===== src/rtl/flag_cond_pkg.sv =====
// flag_cond_pkg: shared definitions for the NZCV flag / condition-code unit.
//   - CC_EQ..CC_NV : ARM-style 4-bit condition codes
//   - FLAG_N/Z/C/V : bit positions inside the packed {N,Z,C,V} flag word
//   - resp_state_t : response register occupancy
//   - cond_eval()  : pure condition-code evaluator, shared by RTL users
package flag_cond_pkg;

  localparam int unsigned CC_W   = 4;
  localparam int unsigned NZCV_W = 4;

  localparam logic [CC_W-1:0] CC_EQ = 4'h0;
  localparam logic [CC_W-1:0] CC_NE = 4'h1;
  localparam logic [CC_W-1:0] CC_CS = 4'h2;
  localparam logic [CC_W-1:0] CC_CC = 4'h3;
  localparam logic [CC_W-1:0] CC_MI = 4'h4;
  localparam logic [CC_W-1:0] CC_PL = 4'h5;
  localparam logic [CC_W-1:0] CC_VS = 4'h6;
  localparam logic [CC_W-1:0] CC_VC = 4'h7;
  localparam logic [CC_W-1:0] CC_HI = 4'h8;
  localparam logic [CC_W-1:0] CC_LS = 4'h9;
  localparam logic [CC_W-1:0] CC_GE = 4'hA;
  localparam logic [CC_W-1:0] CC_LT = 4'hB;
  localparam logic [CC_W-1:0] CC_GT = 4'hC;
  localparam logic [CC_W-1:0] CC_LE = 4'hD;
  localparam logic [CC_W-1:0] CC_AL = 4'hE;
  localparam logic [CC_W-1:0] CC_NV = 4'hF;

  localparam int unsigned FLAG_N = 3;
  localparam int unsigned FLAG_Z = 2;
  localparam int unsigned FLAG_C = 1;
  localparam int unsigned FLAG_V = 0;

  typedef enum logic {
    RESP_EMPTY = 1'b0,
    RESP_FULL  = 1'b1
  } resp_state_t;

  // Evaluate a condition code against a {N,Z,C,V} flag word.
  function automatic logic cond_eval(input logic [CC_W-1:0]   code,
                                     input logic [NZCV_W-1:0] flags);
    logic n;
    logic z;
    logic c;
    logic v;
    logic r;
    n = flags[FLAG_N];
    z = flags[FLAG_Z];
    c = flags[FLAG_C];
    v = flags[FLAG_V];
    r = 1'b0;
    case (code)
      CC_EQ: r = z;
      CC_NE: r = ~z;
      CC_CS: r = c;
      CC_CC: r = ~c;
      CC_MI: r = n;
      CC_PL: r = ~n;
      CC_VS: r = v;
      CC_VC: r = ~v;
      CC_HI: r = c & ~z;
      CC_LS: r = ~c | z;
      CC_GE: r = (n == v);
      CC_LT: r = (n != v);
      CC_GT: r = ~z & (n == v);
      CC_LE: r = z | (n != v);
      CC_AL: r = 1'b1;
      CC_NV: r = 1'b0;
      default: r = 1'b0;
    endcase
    return r;
  endfunction

endpackage


===== src/rtl/flag_cond_if.sv =====
// flag_cond_if: bundle between the ALU/branch side and flag_cond_unit.
//   flg_*   : flag-update channel from the adder (valid/ready, ready tied high)
//   cc_*    : condition query channel (valid/ready)
//   resp_*  : query response channel (valid/ready)
//   nzcv, carry_chain : architectural flag state observed by the datapath
//   q_clear, sticky_q : only with FLAG_COND_STICKY_Q_EN (sticky overflow)
// Modports: master = requester side, slave = flag_cond_unit.
interface flag_cond_if #(
  parameter int unsigned WIDTH = 32
);
  import flag_cond_pkg::*;

  logic              flg_valid;
  logic              flg_ready;
  logic [WIDTH-1:0]  flg_result;
  logic              flg_carry;
  logic              flg_overflow;
  logic              flg_zero;
  logic              flg_chain;

  logic              cc_valid;
  logic              cc_ready;
  logic [CC_W-1:0]   cc_code;

  logic              resp_valid;
  logic              resp_ready;
  logic              resp_taken;

  logic [NZCV_W-1:0] nzcv;
  logic              carry_chain;

`ifdef FLAG_COND_STICKY_Q_EN
  logic              q_clear;
  logic              sticky_q;
`endif

  modport master (
`ifdef FLAG_COND_STICKY_Q_EN
    output q_clear,
    input  sticky_q,
`endif
    output flg_valid, flg_result, flg_carry, flg_overflow, flg_zero, flg_chain,
    input  flg_ready,
    output cc_valid, cc_code,
    input  cc_ready,
    input  resp_valid, resp_taken,
    output resp_ready,
    input  nzcv, carry_chain
  );

  modport slave (
`ifdef FLAG_COND_STICKY_Q_EN
    input  q_clear,
    output sticky_q,
`endif
    input  flg_valid, flg_result, flg_carry, flg_overflow, flg_zero, flg_chain,
    output flg_ready,
    input  cc_valid, cc_code,
    output cc_ready,
    output resp_valid, resp_taken,
    input  resp_ready,
    output nzcv, carry_chain
  );

endinterface


===== src/rtl/flag_cond_eval.sv =====
// flag_cond_eval: combinational condition-code decoder.
//   code    : 4-bit condition code
//   flags   : {N,Z,C,V}
//   taken_c : condition holds
module flag_cond_eval
  import flag_cond_pkg::*;
(
  input  logic [CC_W-1:0]   code,
  input  logic [NZCV_W-1:0] flags,
  output logic              taken_c
);

  assign taken_c = cond_eval(code, flags);

endmodule


===== src/rtl/flag_cond_unit.sv =====
// flag_cond_unit: architectural NZCV register plus condition-code query port.
//   clk, rst      : clock (rising edge), asynchronous active-high reset
//   bus (slave)   : flg_* update channel, cc_* query channel, resp_* response
//                   channel, nzcv / carry_chain flag state
// Optional build macro FLAG_COND_STICKY_Q_EN adds q_clear / sticky_q, a sticky
// overflow bit set by any accepted write with overflow and cleared by q_clear.
module flag_cond_unit
  import flag_cond_pkg::*;
#(
  parameter int unsigned WIDTH = 32
) (
  input  logic        clk,
  input  logic        rst,
  flag_cond_if.slave  bus
);

  resp_state_t       resp_state;
  logic [NZCV_W-1:0] nzcv_q;
  logic              resp_taken_q;

  logic              flg_fire_c;
  logic              cc_ready_c;
  logic              cc_fire_c;
  logic              z_next_c;
  logic [NZCV_W-1:0] flags_next_c;
  logic [NZCV_W-1:0] flags_fwd_c;
  logic              taken_c;
  logic              unused_result_bits;

  // Writes are never stalled.
  assign bus.flg_ready = 1'b1;
  assign flg_fire_c    = bus.flg_valid;

  // Only the sign bit of the result is architecturally visible.
  assign unused_result_bits = ^bus.flg_result[WIDTH-2:0];

  // One-entry response register: accept whenever it is empty or draining.
  assign cc_ready_c = (resp_state == RESP_EMPTY) || bus.resp_ready;
  assign cc_fire_c  = bus.cc_valid && cc_ready_c;

  // Next flag word; Z accumulates across the words of a multi-word op.
  always_comb begin
    z_next_c     = bus.flg_chain ? (nzcv_q[FLAG_Z] & bus.flg_zero) : bus.flg_zero;
    flags_next_c = '0;
    flags_next_c[FLAG_N] = bus.flg_result[WIDTH-1];
    flags_next_c[FLAG_Z] = z_next_c;
    flags_next_c[FLAG_C] = bus.flg_carry;
    flags_next_c[FLAG_V] = bus.flg_overflow;
  end

  // A query sees a write accepted in the same cycle.
  assign flags_fwd_c = flg_fire_c ? flags_next_c : nzcv_q;

  flag_cond_eval u_eval (
    .code    (bus.cc_code),
    .flags   (flags_fwd_c),
    .taken_c (taken_c)
  );

  // Flag register.
  always_ff @(posedge clk or posedge rst) begin
    if (rst) begin
      nzcv_q <= '0;
    end else if (flg_fire_c) begin
      nzcv_q <= flags_next_c;
    end
  end

  // Response register FSM; resp_taken only changes when a new query lands.
  always_ff @(posedge clk or posedge rst) begin
    if (rst) begin
      resp_state   <= RESP_EMPTY;
      resp_taken_q <= 1'b0;
    end else begin
      case (resp_state)
        RESP_EMPTY: begin
          if (cc_fire_c) begin
            resp_state   <= RESP_FULL;
            resp_taken_q <= taken_c;
          end
        end
        RESP_FULL: begin
          if (cc_fire_c) begin
            resp_state   <= RESP_FULL;
            resp_taken_q <= taken_c;
          end else if (bus.resp_ready) begin
            resp_state   <= RESP_EMPTY;
          end
        end
        default: begin
          resp_state <= RESP_EMPTY;
        end
      endcase
    end
  end

  assign bus.cc_ready    = cc_ready_c;
  assign bus.resp_valid  = (resp_state == RESP_FULL);
  assign bus.resp_taken  = resp_taken_q;
  assign bus.nzcv        = nzcv_q;
  assign bus.carry_chain = nzcv_q[FLAG_C];

`ifdef FLAG_COND_STICKY_Q_EN
  logic sticky_q_r;

  // Sticky overflow: a same-cycle set overrides the clear.
  always_ff @(posedge clk or posedge rst) begin
    if (rst) begin
      sticky_q_r <= 1'b0;
    end else if (flg_fire_c && bus.flg_overflow) begin
      sticky_q_r <= 1'b1;
    end else if (bus.q_clear) begin
      sticky_q_r <= 1'b0;
    end
  end

  assign bus.sticky_q = sticky_q_r;
`endif

endmodule

===== src/flat_wrapper.sv =====
// flat-port wrapper written by rule: the top's interface ports become plain ports
module flag_cond_unit_flat import flag_cond_pkg::*;
#(
  parameter int unsigned WIDTH = 32
)
  (clk, rst, bus_flg_valid, bus_flg_result, bus_flg_carry, bus_flg_overflow, bus_flg_zero, bus_flg_chain, bus_flg_ready, bus_cc_valid, bus_cc_code, bus_cc_ready, bus_resp_valid, bus_resp_taken, bus_resp_ready, bus_nzcv, bus_carry_chain);
  flag_cond_if #(.WIDTH(WIDTH)) bus_i ();
  input  logic clk;
  input  logic rst;
  input wire logic [$bits(bus_i.flg_valid)-1:0] bus_flg_valid;
  input wire logic [$bits(bus_i.flg_result)-1:0] bus_flg_result;
  input wire logic [$bits(bus_i.flg_carry)-1:0] bus_flg_carry;
  input wire logic [$bits(bus_i.flg_overflow)-1:0] bus_flg_overflow;
  input wire logic [$bits(bus_i.flg_zero)-1:0] bus_flg_zero;
  input wire logic [$bits(bus_i.flg_chain)-1:0] bus_flg_chain;
  output wire logic [$bits(bus_i.flg_ready)-1:0] bus_flg_ready;
  input wire logic [$bits(bus_i.cc_valid)-1:0] bus_cc_valid;
  input wire logic [$bits(bus_i.cc_code)-1:0] bus_cc_code;
  output wire logic [$bits(bus_i.cc_ready)-1:0] bus_cc_ready;
  output wire logic [$bits(bus_i.resp_valid)-1:0] bus_resp_valid;
  output wire logic [$bits(bus_i.resp_taken)-1:0] bus_resp_taken;
  input wire logic [$bits(bus_i.resp_ready)-1:0] bus_resp_ready;
  output wire logic [$bits(bus_i.nzcv)-1:0] bus_nzcv;
  output wire logic [$bits(bus_i.carry_chain)-1:0] bus_carry_chain;
  assign bus_i.flg_valid = bus_flg_valid;
  assign bus_i.flg_result = bus_flg_result;
  assign bus_i.flg_carry = bus_flg_carry;
  assign bus_i.flg_overflow = bus_flg_overflow;
  assign bus_i.flg_zero = bus_flg_zero;
  assign bus_i.flg_chain = bus_flg_chain;
  assign bus_flg_ready = bus_i.flg_ready;
  assign bus_i.cc_valid = bus_cc_valid;
  assign bus_i.cc_code = bus_cc_code;
  assign bus_cc_ready = bus_i.cc_ready;
  assign bus_resp_valid = bus_i.resp_valid;
  assign bus_resp_taken = bus_i.resp_taken;
  assign bus_i.resp_ready = bus_resp_ready;
  assign bus_nzcv = bus_i.nzcv;
  assign bus_carry_chain = bus_i.carry_chain;
  flag_cond_unit #(.WIDTH(WIDTH)) u_core (.clk(clk), .rst(rst), .bus(bus_i));
endmodule

===== config.mk =====
export PLATFORM = sky130hd
export DESIGN_NAME = flag_cond_unit_flat
export DESIGN_NICKNAME = d
export VERILOG_FILES = /design/src/rtl/flag_cond_pkg.sv /design/src/rtl/flag_cond_if.sv /design/src/rtl/flag_cond_eval.sv /design/src/rtl/flag_cond_unit.sv /design/src/flat_wrapper.sv
export SDC_FILE = /design/constraint.sdc
export NUM_CORES = 1
export LEC_CHECK = 0
export ABC_CLOCK_PERIOD_IN_PS = 1600
export CORE_MARGIN = 5
export CORE_UTILIZATION = 25
export DETAILED_ROUTE_END_ITERATION = 16
export GPL_TIMING_DRIVEN = 1
export PLACE_DENSITY = 0.8
export RECOVER_POWER = 100
export REMOVE_ABC_BUFFERS = 1
export SLEW_MARGIN = 10
export SYNTH_ARGS = -nofsm -noshare
export SYNTH_HDL_FRONTEND = slang
export SYNTH_SLANG_ARGS = --single-unit

===== constraint.sdc =====
create_clock -name clk -period 1.6 [get_ports clk]
set_input_delay 0.4 -clock clk [delete_from_list [all_inputs] [get_ports clk]]
set_output_delay 0.4 -clock clk [all_outputs]
set_load 0.02 [all_outputs]

==> impl_metrics.yaml, run 1 <==
detailed_routing:
  dr.pass1.iters: 4
  vias: 394
  final_antenna_net_count: 0
  routedWlPerCell_um: 11.9
  drtIter0Drc: 5
  post_drt_via_cell_ratio: 4.69
  drt_wl_total_um: 1000
  drc: 0
floorplan:
  dieWidth_um: 51.8
  initial_core_util_pct: 25.9
  ios: 54
  die_area_um2: 2680
  num_rows: 15
  chipHeight_um: 51.8
  core-area_um2: 1690
global_routing:
  grtUsageTotal_pct: 8.30
  grt_pass1_wl_um: 1570
  grt_max_degree: 7
  antenna_found_initial: 0
  grt_pass1_vias: 391
  grt_overflow: 0
final_layout:
  nFillCells: 166
  final_nets: 114
  multi_input_area_um2: 248
  syn2layout_area_growth_pct: 54.7
  stdcell_count: 84
  seqCellArea_um2: 150
  diodes: 0
  drive_above_1_share_pct: 13.4
logic_synthesis:
  postSynthCellCount: 43
  syn_area_per_cell_um2: 10.2
  yosysTopAreaCell: "dfrtp_1"
  yosysTopAreaCellShare_pct: 34.4
  yosysWarnings: 0
  ys_seq_area_share_pct: 34.4
  ys_ff_latch: 6
  synthTopCellsByArea: "dfrtp_1 (34%), xor2_1 (8.0%), mux2i_1 (6.9%)"
  ys_types: 24
  synth_area_um2: 437
timing:
  setup_viol: 0
  drv_slew: 0
  fin_crit_sh_pct: 95.4
  clock_skew_ps: 0.669
  fin_tns_setup_ps: 0
  whs_ps: 428
  post-route-min-period_ps: 1530
  hold_viol_final: 0
  rsz0062_at_grt: "no"
  fmax_mhz: 655
worst_setup_path:
  cp.arrival_ps: 1660
  cp-end-kind: "register"
  required_ps: 1730
  critPathKind: "in2reg"
  cp-start-kind: "input pin"
  cp_max_fo: 3
run_status:
  status: "completed"
pwr:
  leakagePower_nw: 0.349
  ir_drop_mv: 0.419
  power_density_nw_per_um2: 745
clock_network:
  insertion_delay_ps: 240
  clk_pin_slew_worst_paths_ps: 40
  cts_buffers: 3
  post_cts_buffers: 0
  cts_sinks: 6
  htreeDepth: 1
  cts_root_buffer: "clkbuf_4"
  cts_tree: "done"
  clock_path_buffers: 2
worst_hold_path:
  hold_path.class: "in2reg"
place:
  dp_hpwl_um: 847
  numPortBuffers: 21
  post-place-cells: 81
  place_congestion: 0.799
job:
  drv_cap: 0
logic make-up after synthesis:
| kind of cell | synth area share [%] |
|---|---|
| other cells | 0.859 |
| flops | 34.4 |
| compound gates | 16.6 |
| xor+xnor | 12.0 |
| simple gates | 11.7 |
| buf+inv | 8.88 |
| mux | 15.5 |
area by class of cell:
cell class,count,area share [%]
flip-flops and latches,6,22.2
multi-input cells,31,36.7
repair buffers,25,33.5
well taps,17,3.15
clock buffers,3,3.33
inverters,2,1.11
layout by cell type, fill, tap and decap left out, types with 2 or more instances in the layout:
cell type	instances
dfrtp_1	6
dlymetal6s2s_1	4
clkbuf_1	2
xnor2_1	2
o21ai_1	2
inv_1	2
mux2i_1	3
xor2_1	4
clkdlybuf4s50_1	5
clkbuf_4	3
nand2_1	4
mux2_1	2
dlygate4sd2_1	9
nand2b_1	2
buf_4	2
final timing paths:
check                                        startpoint                                end  slack, ps  depth (start not counted)
max                                      bus_cc_code[2]  u_core.bus.resp_taken$_DFFE_PP0P_         70                          6
min                                       bus_flg_carry       u_core.bus.nzcv[1]$_DFF_PP0_        430                          2
max reg2reg                u_core.bus.nzcv[1]$_DFF_PP0_  u_core.bus.resp_taken$_DFFE_PP0P_        170                          6
min reg2reg                u_core.bus.nzcv[2]$_DFF_PP0_       u_core.bus.nzcv[2]$_DFF_PP0_        520                          1
max in group asynchronous                           rst       u_core.bus.nzcv[0]$_DFF_PP0_        890                          2
min in group asynchronous                           rst  u_core.bus.resp_taken$_DFFE_PP0P_        510                          2
critical path, stage by stage:
cell	delay [ps]
clkdlybuf4s50_1	530
xor2_1	160
o211ai_1	110
a21oi_1	140
o21ai_1	80
a41o_1	230
report_power, final:
group,internal [W],switching (W),leakage [nW],total [W]
clock,0.0000849,0.0000556,0.0138,0.000141
combinational,0.0000917,0.0000897,0.265,0.000181
sequential,0.000170,0.0000119,0.0700,0.000181
routing by layer:
layer  wire length [µm]  up-vias  global-route usage, %
met5                  0        -                      0
met4                 10        0                   3.93
met3                 97        2                   4.87
met2                477       16                   13.1
met1                417      182                   8.77
li1                   -      194                      -
Yosys cell counts:
library cell and n:
a21oi_1 1, a31oi_1 1, a41o_1 1, and3_1 1, buf_2 1, buf_4 2, buf_6 1, conb_1 1
dfrtp_1 6, inv_1 2, mux2_1 2, mux2_4 1, mux2i_1 3, nand2_1 4, nand2b_1 2, nor2_1 1
nor2b_4 1, o211ai_1 1, o21ai_1 2, o21bai_1 1, o22a_4 1, o41ai_1 1, xnor2_1 2, xor2_1 4
state kept, by name (all words and copies together), names as in the netlist:
signal and count:
u_core.bus.resp_taken 1, u_core.bus.nzcv 4, u_core.bus.resp_valid 1
stage by stage:
stage          total power, W  worst slack, ps  instance area (µm²)  utilization, %
2_1_floorplan        0.000283             60.4                  405               -
3_3_place_gp         0.000388             -421                  667            39.5
3_5_place_dp         0.000390             -445                  667            39.5
4_1_cts              0.000519             33.0                  672            39.8
5_1_grt              0.000543             28.9                  676            40.0
6_report             0.000503             73.1                  676            40.0
what timing repair did:
| action | in CTS | in global routing |
|---|---|---|
| endpoints found under the setup margin | 9 | 1 |
| pin swaps | 0 | 3 |
| hold buffers | 0 | 0 |
| endpoints found under the hold margin | 0 | 0 |
| gates resized for setup | 14 | 5 |
(Power assumes the default switching activity.)
==> run 2: changes to the inputs <==
Settings changed: ABC_CLOCK_PERIOD_IN_PS 1600 to 2000, CORE_UTILIZATION 25 to 27, PLACE_DENSITY 0.8 to 0.85.
Clock period 1.6 ns to 2 ns, I/O delays scaled along.
==> run 2 against run 1 <==
  * Sequential power fell by 20%
  * Die area is 6.0% lower
  * Core utilization is 5.7 points higher
  * Final area is 3.1% higher
  * First-iteration DRC count is 80% lower
  * Critical path depth fell by 3
  * Routed wire length fell by 0.50%
  * Non-clock buffer count is 2 higher
  * Clock power shrank 23%
  * Sequential cell count unchanged
  * Clock skew up 1.9 ps
  * Largest cell class is now buffers
  * Largest power group is now combinational cells
==> impl_metrics.yaml, run 2 (synthesis results as in run 1) <==
final_layout:
  final_common_cell: "dlygate4sd3_1"
  stdcell_count: 85
  largest_reg_flops: 4
  final_nets: 116
  syn2layout_area_growth_pct: 59.6
  final_cell_area_um2: 697
  drive_above_1_share_pct: 14.5
  diodes: 0
  final_cell_mix: "dlygate4sd3_1 (11), clkdlybuf4s50_1 (8), dfrtp_1 (6)"
timing:
  whs_ps: 526
  clock_skew_ps: 2.55
  hold_viol_final: 0
  fmax_mhz: 530
  setup_viol: 0
  fin_tns_setup_ps: 0
  fin_crit_sh_pct: 94.3
  drv_slew: 0
  post-route-min-period_ps: 1890
  rsz0062_at_grt: "no"
clock_network:
  insertion_delay_ps: 240
  cts_buffers: 3
  cts_tree: "done"
  cts_sinks: 6
  hold_buffers: 0
  clk_pin_slew_worst_paths_ps: 50
  cts_root_buffer: "clkbuf_4"
  clock_path_buffers: 2
  htreeDepth: 1
detailed_routing:
  post_drt_via_cell_ratio: 4.59
  drtIter0Drc: 1
  vias: 390
  final_antenna_net_count: 0
  routedWlPerCell_um: 11.7
  drc: 0
  drt_wl_total_um: 998
  dr.pass1.iters: 2
worst_setup_path:
  slowest_stage: "clkdlybuf4s50_1"
  crit_start: "bus_resp_ready"
  cp_slowest_stage_delay_ps: 450
  cp-start-kind: "input pin"
  cp-end-kind: "primary output"
  cp.arrival_ps: 1390
  crit_chain: "clkdlybuf4s50_1, nand2b_1, dlygate4sd2_1"
  r2r-start: "u_core.bus.nzcv[1]$_DFF_PP0_"
  worst-path-stages: 3
  endpoint: "bus_cc_ready"
  r2r_slack_ps: 490
  critPathKind: "in2out"
  cp_max_fo: 2
  r2r_end: "u_core.bus.resp_taken$_DFFE_PP0P_"
  required_ps: 1500
  reg2regPathDepth: 6
  critical_path_buf_inv_count: 2
  critPathTopFamily: "buffers and inverters"
global_routing:
  grt_pass1_wl_um: 1520
  grt_overflow: 0
  grtUsageTotal_pct: 7.91
  grt_max_degree: 7
  antenna_found_initial: 0
  grt_pass1_vias: 403
floorplan:
  die_area_um2: 2520
  initial_core_util_pct: 28.7
  chipHeight_um: 50.2
  dieWidth_um: 50.2
  core-area_um2: 1520
  ios: 54
  num_rows: 14
run_status:
  status: "completed"
place:
  placedInstanceArea_um2: 681
  numPortBuffers: 21
  place_congestion: 0.788
  dp_hpwl_um: 864
  post-place-cells: 82
pwr:
  ir_drop_mv: 0.274
  power_density_nw_per_um2: 587
  leakagePower_nw: 0.321
job:
  drv_cap: 0
worst_hold_path:
  hold_path.class: "reg2reg"
## run 2: cell count changes in the layout (fill, tap and decap cells not counted)
| cell | delta |
|---|---|
| clkdlybuf4s15_1 | -1 |
| dlymetal6s2s_1 | -3 |
| dlygate4sd3_1 | +10 |
| o21ai_1 | -1 |
| o21ai_0 | +1 |
| clkdlybuf4s50_1 | +3 |
| dlygate4sd2_1 | -8 |
| clkbuf_2 | -1 |
| buf_4 | +3 |
| clkbuf_1 | -1 |
| mux2_4 | -1 |
| mux2_1 | +1 |
## run 2: worst min-delay path by stage
stage,start,end,slack (ps),depth (start not counted)
5_1_grt,u_core.bus.nzcv[2]$_DFF_PP0_,u_core.bus.nzcv[2]$_DFF_PP0_,540,1
3_5_place_dp,u_core.bus.nzcv[2]$_DFF_PP0_,u_core.bus.nzcv[2]$_DFF_PP0_,530,1
6_report,u_core.bus.nzcv[2]$_DFF_PP0_,u_core.bus.nzcv[2]$_DFF_PP0_,530,1
4_1_cts,rst,u_core.bus.resp_valid$_DFF_PP0_,470,2
2_1_floorplan,rst,u_core.bus.nzcv[0]$_DFF_PP0_,290,1
3_3_place_gp,u_core.bus.nzcv[2]$_DFF_PP0_,u_core.bus.nzcv[2]$_DFF_PP0_,530,1
## run 2: repair_timing
item / 4_1_cts / 5_1_grt
setup buffers: 0 / 0
pin swaps: 0 / 0
setup endpoints to repair: 1 / 1
gates resized for setup: 1 / 1
## run 2: layout make-up
| type | instances | area (µm²) |
|---|---|---|
| fill | 143 | 827 |
| timing repair buffer | 27 | 253 |
| multi-input combinational | 31 | 244 |
| sequential | 6 | 150 |
| clock buffer | 3 | 22.5 |
| tap | 16 | 20.0 |
| inverter | 2 | 7.51 |
## run 2: worst reg2reg max path: stages (launching register included)
cell	delay, ps
dfrtp_1	380
mux2_1	340
nor2_1	110
o21bai_1	80
a21oi_1	150
o21ai_1	90
a41o_1	250
## run 2: report_power, final
group / internal (W) / total, W / leakage (nW) / switching (W)
registers: 0.000136 / 0.000145 / 0.0700 / 0.00000925
logic: 0.0000826 / 0.000155 / 0.237 / 0.0000721
clock network: 0.0000677 / 0.000109 / 0.0138 / 0.0000415
total: 0.000286 / 0.000409 / 0.321 / 0.000123
## run 2: through the flow
stage	utilization (%)	power (W)	worst slack (ps)
after detailed placement	44.7	0.000316	-197
after global placement	44.7	0.000313	-164
final	45.7	0.000409	114
after CTS	46.1	0.000431	41.1
after global routing	45.7	0.000440	64.2
after floorplan	-	0.000227	460
## run 2: per-layer routing
metal  global-route usage [%]  up-vias  routed length [µm]
met3                     4.14        0                  73
li1                         -      198                   -
met1                     7.09      182                 400
met2                     14.9       10                 524
met4                     2.62        0                   0
met5                        0        -                   0
==> run 3: changes to the inputs <==
Settings changed: PLACE_DENSITY 0.85 to 0.83, REMOVE_ABC_BUFFERS 1 to not set, SKIP_CTS_REPAIR_TIMING set to 1.
==> run 3 against run 2 <==
  * Worst setup slack better by 39 ps
  * Die area unchanged
  * Non-clock buffer count did not move
  * Clock-buffer cell count is the same
==> impl_metrics.yaml, run 3 (synthesis results as in run 1) <==
timing:
  fin_crit_sh_pct: 92.3
  clock_skew_ps: 0.256
  hold_viol_final: 0
  setup_viol: 0
  drv_slew: 0
  rsz0062_at_grt: "no"
  fmax_mhz: 542
  finalWorstSetupSlack_ps: 153
  post-route-min-period_ps: 1850
global_routing:
  grt_overflow: 0
  grt_max_degree: 7
  grtUsageTotal_pct: 9.15
  grt_pass1_wl_um: 1750
  grt_pass1_vias: 442
  antenna_found_initial: 0
final_layout:
  syn2layout_area_growth_pct: 58.5
  drive_above_1_share_pct: 14.5
  largest_reg_flops: 4
  diodes: 0
  final_nets: 116
  final_cell_mix: "dlygate4sd3_1 (11), clkdlybuf4s50_1 (8), dfrtp_1 (6)"
  final_common_cell: "dlygate4sd3_1"
pwr:
  leakagePower_nw: 0.318
  power_w: 0.000406
  ir_drop_mv: 0.273
  power_density_nw_per_um2: 586
worst_setup_path:
  required_ps: 2120
  endpoint: "u_core.bus.resp_taken$_DFFE_PP0P_"
  r2r_slack_ps: 510
  cp-start-kind: "input pin"
  cp.arrival_ps: 1970
  cp-end-kind: "register"
  r2r_end: "u_core.bus.resp_taken$_DFFE_PP0P_"
  critPathKind: "in2reg"
  crit_start: "bus_flg_chain"
  reg2regPathDepth: 5
  cp_max_fo: 3
  r2r-start: "u_core.bus.nzcv[1]$_DFF_PP0_"
detailed_routing:
  final_antenna_net_count: 0
  drc: 0
  post_drt_via_cell_ratio: 4.80
  drtIter0Drc: 11
  drt_wl_total_um: 1030
  routedWlPerCell_um: 12.2
  dr.pass1.iters: 2
  vias: 408
worst_hold_path:
  hold_path.class: "reg2reg"
clock_network:
  clock_path_buffers: 2
  cts_sinks: 6
  clk_pin_slew_worst_paths_ps: 40
  cts_tree: "done"
  cts_buffers: 3
  insertion_delay_ps: 240
  htreeDepth: 1
  cts_root_buffer: "clkbuf_4"
floorplan:
  ios: 54
  num_rows: 14
  core-area_um2: 1520
  initial_core_util_pct: 28.7
  dieWidth_um: 50.2
  die_area_um2: 2520
  chipHeight_um: 50.2
job:
  drv_cap: 0
place:
  numPortBuffers: 21
  dp_hpwl_um: 910
  place_ws_ps: -201
  place_congestion: 0.718
run_status:
  status: "completed"
logic_synthesis:
  synth_nets: 88
-- run 3: cell count changes in the layout (fill, tap and decap cells not counted) --
cell	change
clkbuf_1	+1
dlygate4sd2_1	-1
o21ai_0	-1
o21ai_1	+1
-- run 3: area by class of cell --
cell class / count / area (µm²)
clock buffers: 3 / 22.5
fillers: 147 / 832
inverters: 2 / 7.51
multi-input cells: 31 / 244
flip-flops and latches: 6 / 150
well taps: 16 / 20.0
repair buffers: 27 / 248
-- run 3: worst min path at each step --
stage | cells past startpoint | from | slack, ps | to
floorplan | 1 | rst | 290 | u_core.bus.nzcv[0]$_DFF_PP0_
global placement | 1 | u_core.bus.nzcv[2]$_DFF_PP0_ | 530 | u_core.bus.nzcv[2]$_DFF_PP0_
detailed placement | 1 | u_core.bus.nzcv[2]$_DFF_PP0_ | 540 | u_core.bus.nzcv[2]$_DFF_PP0_
CTS | 2 | rst | 470 | u_core.bus.resp_valid$_DFF_PP0_
global route | 1 | u_core.bus.nzcv[3]$_DFF_PP0_ | 560 | u_core.bus.nzcv[3]$_DFF_PP0_
finish | 1 | u_core.bus.nzcv[2]$_DFF_PP0_ | 540 | u_core.bus.nzcv[2]$_DFF_PP0_
-- run 3: worst max-delay path: stages --
cell	delay (ps)
dlygate4sd3_1	570
nor2b_4	50
o22a_4	210
mux2i_1	150
xor2_1	170
o21ai_1	90
a41o_1	230
-- run 3: per-stage QoR --
stage / std cells / instance area (µm²) / TNS (ps) / utilization (%) / hold slack (ps)
global placement: 82 / 681 / -326 / 44.7 / 525
global route: 85 / 692 / 0 / 45.4 / 564
finish: 85 / 692 / 0 / 45.4 / 535
CTS: 85 / 703 / -187 / 46.1 / 475
floorplan: 43 / 437 / 0 / - / 291
detailed placement: 82 / 681 / -382 / 44.7 / 538
-- run 3: power by group --
group	internal (W)	total [W]	switching, W	leakage (nW)
registers	0.000136	0.000145	0.00000932	0.0700
clock network	0.0000675	0.000105	0.0000377	0.0138
logic	0.0000820	0.000155	0.0000733	0.234
-- run 3: per-layer routing --
metal	vias up	share of wire [%]	track usage (%)
met2	15	49	14.0
met5	-	0	0
met4	0	3.8	7.86
met1	191	39	9.69
met3	4	8.3	3.55
li1	198	-	-
